## src/rtl/crc_serial_pkg.sv

```systemverilog
// Shared types and constants for the serial CRC frame engine.
// The optional frame check port is enabled by defining CRC_SERIAL_CHECK_EN.
package crc_serial_pkg;

    typedef enum logic [1:0] {
        IDLE  = 2'd0,
        SHIFT = 2'd1,
        WAIT  = 2'd2,
        DONE  = 2'd3
    } crc_state_e;

    localparam logic [15:0] CRC_POLY_CCITT = 16'h1021;

endpackage

```

## src/rtl/crc_bit_step.sv

```systemverilog
// One MSB-first LFSR step of a CRC register: shifts in a single data bit.
// Purely combinational; the caller owns the register.
module crc_bit_step
    import crc_serial_pkg::*;
#(
    parameter int                 CRC_W = 16,
    parameter logic [CRC_W-1:0]   POLY  = CRC_W'(CRC_POLY_CCITT)
) (
    input  logic [CRC_W-1:0] crc,
    input  logic             data_bit,
    output logic [CRC_W-1:0] crc_next
);

    logic fb;

    assign fb       = crc[CRC_W-1] ^ data_bit;
    assign crc_next = {crc[CRC_W-2:0], 1'b0} ^ (fb ? POLY : '0);

endmodule

```

## src/rtl/crc_serial_frame.sv

```systemverilog
// Serial bit-per-clock CRC engine chaining words into in_last-delimited frames.
// Define CRC_SERIAL_CHECK_EN to add the chk_crc input and out_ok compare output.
module crc_serial_frame
    import crc_serial_pkg::*;
#(
    parameter int               DATA_W  = 32,
    parameter int               CRC_W   = 16,
    parameter logic [CRC_W-1:0] POLY    = CRC_W'(CRC_POLY_CCITT),
    parameter logic [CRC_W-1:0] INIT    = '0,
    parameter logic [CRC_W-1:0] XOR_OUT = '0
) (
    input  logic              clk,
    input  logic              rst,
    input  logic              in_valid,
    output logic              in_ready,
    input  logic [DATA_W-1:0] in_data,
    input  logic              in_last,
    output logic              out_valid,
    input  logic              out_ready,
    output logic [CRC_W-1:0]  out_crc,
`ifdef CRC_SERIAL_CHECK_EN
    input  logic [CRC_W-1:0]  chk_crc,
    output logic              out_ok,
`endif
    output logic              busy
);

    localparam int CNT_W = (DATA_W > 1) ? $clog2(DATA_W) : 1;

    localparam logic [1:0] ST_IDLE  = IDLE;
    localparam logic [1:0] ST_SHIFT = SHIFT;
    localparam logic [1:0] ST_WAIT  = WAIT;
    localparam logic [1:0] ST_DONE  = DONE;

    logic [1:0]        state;
    logic [CRC_W-1:0]  crc_q;
    logic [CRC_W-1:0]  crc_next;
    logic [DATA_W-1:0] shreg;
    logic [CNT_W-1:0]  cnt;
    logic              last_q;
    logic              accept;

    crc_bit_step #(
        .CRC_W (CRC_W),
        .POLY  (POLY)
    ) u_step (
        .crc      (crc_q),
        .data_bit (shreg[DATA_W-1]),
        .crc_next (crc_next)
    );

    assign in_ready  = (state == ST_IDLE) || (state == ST_WAIT);
    assign accept    = in_valid && in_ready;
    assign out_valid = (state == ST_DONE);
    assign busy      = (state != ST_IDLE);
    assign out_crc   = crc_q ^ XOR_OUT;

    // NOTE: sequential state uses non-blocking assignments only, so every
    // register in this block sees the pre-edge values of the others.
    always_ff @(posedge clk) begin
        if (rst) begin
            state  <= ST_IDLE;
            crc_q  <= INIT;
            // NOTE: datapath registers are reset too; they are few and cheap,
            // and it keeps every output free of X straight out of reset.
            shreg  <= '0;
            cnt    <= '0;
            last_q <= 1'b0;
        end else begin
            case (state)
                ST_IDLE, ST_WAIT: begin
                    if (accept) begin
                        shreg  <= in_data;
                        last_q <= in_last;
                        cnt    <= CNT_W'(DATA_W - 1);
                        state  <= ST_SHIFT;
                    end
                end
                ST_SHIFT: begin
                    crc_q <= crc_next;
                    shreg <= shreg << 1;
                    cnt   <= cnt - 1'b1;
                    if (cnt == '0) begin
                        state <= last_q ? ST_DONE : ST_WAIT;
                    end
                end
                ST_DONE: begin
                    if (out_ready) begin
                        crc_q <= INIT;
                        state <= ST_IDLE;
                    end
                end
                default: begin
                    crc_q <= INIT;
                    state <= ST_IDLE;
                end
            endcase
        end
    end

`ifdef CRC_SERIAL_CHECK_EN
    logic [CRC_W-1:0] chk_q;

    // Reference CRC is captured with the frame's last word.
    always_ff @(posedge clk) begin
        if (rst) begin
            chk_q <= '0;
        end else if (accept && in_last) begin
            chk_q <= chk_crc;
        end
    end

    assign out_ok = out_valid && (out_crc == chk_q);
`endif

endmodule

```

## config.mk

```make
export PLATFORM = sky130hd
export DESIGN_NAME = crc_serial_frame
export DESIGN_NICKNAME = d
export VERILOG_FILES = /design/src/rtl/crc_serial_pkg.sv /design/src/rtl/crc_bit_step.sv /design/src/rtl/crc_serial_frame.sv
export SDC_FILE = /design/constraint.sdc
export NUM_CORES = 1
export LEC_CHECK = 0
export CAP_MARGIN = 20
export CORE_MARGIN = 1.5
export CORE_UTILIZATION = 54
export CTS_CLUSTER_SIZE = 40
export DETAILED_ROUTE_END_ITERATION = 7
export PLACE_DENSITY = 0.89
export SYNTH_ARGS = -nofsm -noshare
export SYNTH_HDL_FRONTEND = slang
export SYNTH_SLANG_ARGS = --single-unit
```

## constraint.sdc

```tcl
create_clock -name clk -period 4.15 [get_ports clk]
set_input_delay 0.83 -clock clk [delete_from_list [all_inputs] [get_ports clk]]
set_output_delay 0.83 -clock clk [all_outputs]
set_load 0.1 [all_outputs]
```

=== Word level (Yosys, flattened, before mapping) ===
Cells that the tools add are included.

* Equality and inequality tests: 6
* Add/subtract/negate cells: 1
* Reductions and logical operators: 12
* Bitwise operators: 2
* Muxes and demuxes: 12

{| class="wikitable"
|+ Operators by type and width
! kind !! count
|-
| one-hot mux 32 bit (2 select lines) || 1
|-
| 2-to-1 mux 32 bit || 1
|-
| one-hot mux 16 bit (2 select lines) || 1
|-
| 2-to-1 mux 16 bit || 1
|-
| bitwise XOR 16 bit || 1
|-
| 2-to-1 mux 13 bit || 1
|-
| one-hot mux 5 bit (2 select lines) || 1
|-
| 2-to-1 mux 2 bit || 3
|-
| one-hot mux 2 bit (3 select lines) || 1
|-
| AND reduction 2 bit || 3
|-
| nonzero test 2 bit || 3
|-
| logical NOT 5 bit || 1
|-
| 2-to-1 mux 5 bit || 1
|-
| subtractor 5 x 1 -> 5 bit (second input constant) || 1
|-
| equality test 2 bit (second input constant) || 2
|-
| != test 2 bit (second input constant) || 2
|-
| AND reduction 3 bit || 1
|-
| equality test 2 x 1 -> 1 bit (second input constant) || 1
|-
| logical NOT 2 bit || 1
|-
| != test 2 x 1 -> 1 bit (second input constant) || 1
|-
| OR reduction 2 bit || 1
|-
| logical AND 1 bit || 1
|-
| logical OR 1 bit || 1
|-
| 2-to-1 mux 1 bit || 1
|-
| bitwise XOR 1 bit || 1
|}

* Output and inout bits: 19
* Bits of input ports: 37
* Register bits after elaboration: 56
* Logic and storage cells: 38

=== Depth between registers and ports, before layout ===
* Depth in word-level cells: 5
* Mapped depth: 6
* Depth with buffers taken out: 5

=== Cells and area by module ===
Synthesis repeated with hierarchy kept, for this count alone.

* Cells, all modules: 302
* Area total of the unflattened synthesis: 2743.9 sq um

{| class="wikitable"
|+ Modules (own cells, without submodules)
! module !! area an instance (sq um) !! sequential area each (sq um) !! times used !! cells each
|-
| crc_serial_frame || 2582.5 || 1121.1 || 1 || 285
|-
| crc_bit_step || 161.4 || 0.0 || 1 || 17
|}

=== Worst setup path after synthesis ===
OpenSTA, ideal clock, no wires.

* Kind: reg2out
* Start: register state[0]
* End: output port in_ready
* Arrival: 1.542 ns
* Slack: 1.778 ns
* Path buffers: 2
* Required time: 3.320 ns
* Cell stages (with the launch flop): 4
* Path through: dfxtp_1 buf_4 clkinv_1 clkbuf_1

* Word-level cells in the longest chain between the ends: 2
* Elaborated cells on any way between the ends: 3
* Classes of those cells: eq/ne: 1; reduce/logical: 2

{| class="wikitable"
|+ RTL lines
! what !! RTL line !! RTL
|-
| from (decl) || crc_serial_frame.sv:35 || <nowiki>logic [1:0] state;</nowiki>
|-
| from (signal assigned) || crc_serial_frame.sv:84 || <nowiki>state <= last_q ? ST_DONE : ST_WAIT;</nowiki>
|-
| equality test 2 bit or logical NOT 2 bit (tied branches) || crc_serial_frame.sv:52 || <nowiki>assign in_ready = (state == ST_IDLE) || (state == ST_WAIT);</nowiki>
|-
| logical OR 1 bit * || crc_serial_frame.sv:52 ||
|-
| to (decl) || crc_serial_frame.sv:15 || <nowiki>output logic in_ready,</nowiki>
|}

Every way passes the cells marked *; elsewhere a longest branch is shown, timed or not.

=== Worst setup path in the final report ===
* Start: register crc_q[4] (netlist: out_crc[4])
* End: output port out_crc[4]

{| class="wikitable"
|+ RTL lines
! what !! RTL line !! RTL
|-
| from (decl) || crc_serial_frame.sv:36 || <nowiki>logic [CRC_W-1:0] crc_q;</nowiki>
|-
| from (signal assigned) || crc_serial_frame.sv:80 || <nowiki>crc_q <= crc_next;</nowiki>
|-
| to (decl) || crc_serial_frame.sv:20 || <nowiki>output logic [CRC_W-1:0] out_crc,</nowiki>
|}

No word-level cell between the ends.

==> flow_metrics.py <==
metrics = {
    "global_routing": {
        "antenna_found_initial": 0,
        "first_global_vias": 2080,
        "grt_overflow_total": 0,
        "track_usage_pct": 23.0,
        "grt_start_max_net_pins": 57,
        "grt_pass1_wl_mm": 9.50,
    },
    "yosys": {
        "synthDistinctLibCells": 36,
        "syn_nets": 325,
        "synth_area_leaders": "dfxtp_1, a211oi_1, nor3_1",
        "syn_avg_cell_area_um2": 8.84,
        "async_flop_share_pct": 0,
        "synth_cells": 287,
        "syn_area_mm2": 0.00254,
        "synth_most_common_cell": "dfxtp_1",
        "synth_edf_count": 0,
        "yosysSeqAreaShare_pct": 44.2,
        "yosys.area.top_type": "dfxtp_1",
        "synth_top_flop_cell": "dfxtp_1",
        "ys_ff_latch": 56,
        "yosys-top-cells-count": "dfxtp_1, nor3_1, a211oi_1",
        "ys.warnings.count": 0,
        "synth_top_cell_area_share_pct": 44.2,
    },
    "setup_path": {
        "worstSetupStartpointType": "flop",
        "required_ps": 3320,
        "crit_type": "flop to output pin",
        "crit_arrival_ps": 1880,
        "worst-path-buf-inv": 1,
        "crit_path_cell_trace": "clkdlybuf4s50_1",
        "cp_top_family": "buffers and inverters",
        "endpoint_kind": "output pin",
        "crit_slowest_cell": "clkdlybuf4s50_1",
        "worstPathMaxFanout": 4,
        "critPathMaxStageDelay_ps": 1160,
    },
    "drt": {
        "via_count": 2278,
        "ant_nets": 0,
        "wl_mm": 5.67,
        "avgViaCountPerCell": 6.01,
        "drt_iter0_markers": 256,
        "drc": 6,
        "drt_pass1_iterations": 6,
        "wl_per_cell_um": 14.9,
    },
    "power": {
        "p_leak_nw": 1.07,
        "powerDensity_mw_per_mm2": 392,
        "power_mw": 1.25,
        "max-vdd-ir-drop_mv": 0.179,
    },
    "sta": {
        "relSlewSlack_pct": 34.9,
        "rsz0062_at_grt": "false",
        "final.min_clock_period_ps": 2710,
        "fmaxAchievable_mhz": 369,
        "finalHoldViolCount": 0,
        "worstMarginPinSlew_ps": 973,
        "setup_violations": 0,
        "fin_skew_ps": 5.16,
        "layout_worst_path_cycle_share_pct": 65.3,
        "tns_ps": 0,
        "slew_violations": 0,
    },
    "cts": {
        "cts_made_buffers": 5,
        "htreeDepth": 2,
        "root_buffer": "clkbuf_8",
        "path_clk_slew_ps": 100,
        "insertion_delay_ps": 310,
        "cts_tree": "yes",
        "cts_max_path_buffers": 2,
        "cts_hold_repair.buffers": 0,
        "cts.sinks": 56,
        "cts_setup_buffers": 0,
        "post_cts_resized": 0,
    },
    "floorplanning": {
        "dieArea_mm2": 0.00512,
        "rows": 24,
        "ios": 56,
        "die_w_um": 71.6,
        "fp.dieH_um": 71.6,
        "initial_core_util_pct": 57.1,
        "core_mm2": 0.00444,
    },
    "final_layout": {
        "fin_nets": 364,
        "final_layout_size_suffix_gt1_share_pct": 7.65,
        "multi_input_area_mm2": 0.00126,
        "regArea_mm2": 0.00112,
        "fillCellCount": 347,
        "syn_to_final_growth_pct": 25.5,
        "num_antenna_cells": 0,
    },
    "job": {
        "cap_violations": 0,
    },
    "run_status": {
        "failed_checks": "DRC",
        "status": "finished, violations left",
    },
    "place": {
        "portBuffers": 55,
        "dp_hpwl_mm": 3.65,
        "place_congestion": 0.736,
    },
    "hold_path": {
        "hold_path_class": "flop to flop",
    },
}
-- kinds of logic (layout without fill, tap and decap cells) --
| logic type | count (synthesis) | after routing | synth area share [%] |
|---|---|---|---|
| mux | 18 | 18 | 7.20 |
| flops | 56 | 56 | 44.2 |
| compound gates | 87 | 87 | 22.0 |
| buf+inv | 33 | 73 | 6.06 |
| xor+xnor | 3 | 3 | 1.04 |
| simple gates | 89 | 89 | 19.0 |
| fa+ha+maj | 1 | 1 | 0.493 |
-- cells in the final DEF (no fill, tap or decap), types with 15 or more instances in the layout --
| master | n |
|---|---|
| nand2_1 | 16 |
| nor2b_1 | 17 |
| nor3_1 | 36 |
| dfxtp_1 | 56 |
| mux2i_1 | 16 |
| clkdlybuf4s50_1 | 51 |
| o21ai_0 | 15 |
| a21oi_1 | 17 |
| o22ai_1 | 16 |
| a211oi_1 | 33 |
-- final cells by class --
cell class,count,area share [%]
multi-input combinational,198,39.7
sequential,56,35.2
timing repair buffer,61,18.9
clock buffer,5,2.16
tap,52,2.04
clock inverter,3,1.49
inverter,4,0.471
-- registers in the layout (all words and copies together) (netlist names) --
name / flops
cnt: 5
out_crc: 16
state: 2
last_q: 1
shreg: 32
-- per-layer routing --
metal	up-vias	global-route usage [%]	share of wire (%)
met5	-	0	0
met4	0	7.97	1.8
met3	11	4.64	5.3
met2	77	37.2	47
met1	1052	30.8	46
li1	1138	-	-
-- power breakdown --
group | internal, mW | switching [mW] | total, mW | leakage [nW]
Clock | 0.182 | 0.182 | 0.364 | 0.0583
Sequential | 0.583 | 0.0380 | 0.621 | 0.461
Combinational | 0.119 | 0.143 | 0.262 | 0.551
-- metrics by stage --
step	hold WS (ps)	instances	area (um2)	utilization (%)	setup slack [ps]
after CTS	467	379	3190	71.7	1440
after global placement	448	370	3040	68.4	1560
after global routing	490	379	3190	71.7	1400
after detailed placement	458	371	3070	69.1	1530
after floorplan	436	287	2540	-	1780
final	463	379	3190	71.7	1440
-- final timing paths --
kind              slack (ps)  cells after the start          end         from
setup / recovery        1440                      1   out_crc[4]   out_crc[4]
hold / removal           460                      2  out_crc[11]  out_crc[10]
setup reg to reg        1920                      4    shreg[27]     state[0]
hold reg to reg          460                      2  out_crc[11]  out_crc[10]
(Power assumes the default switching activity.)
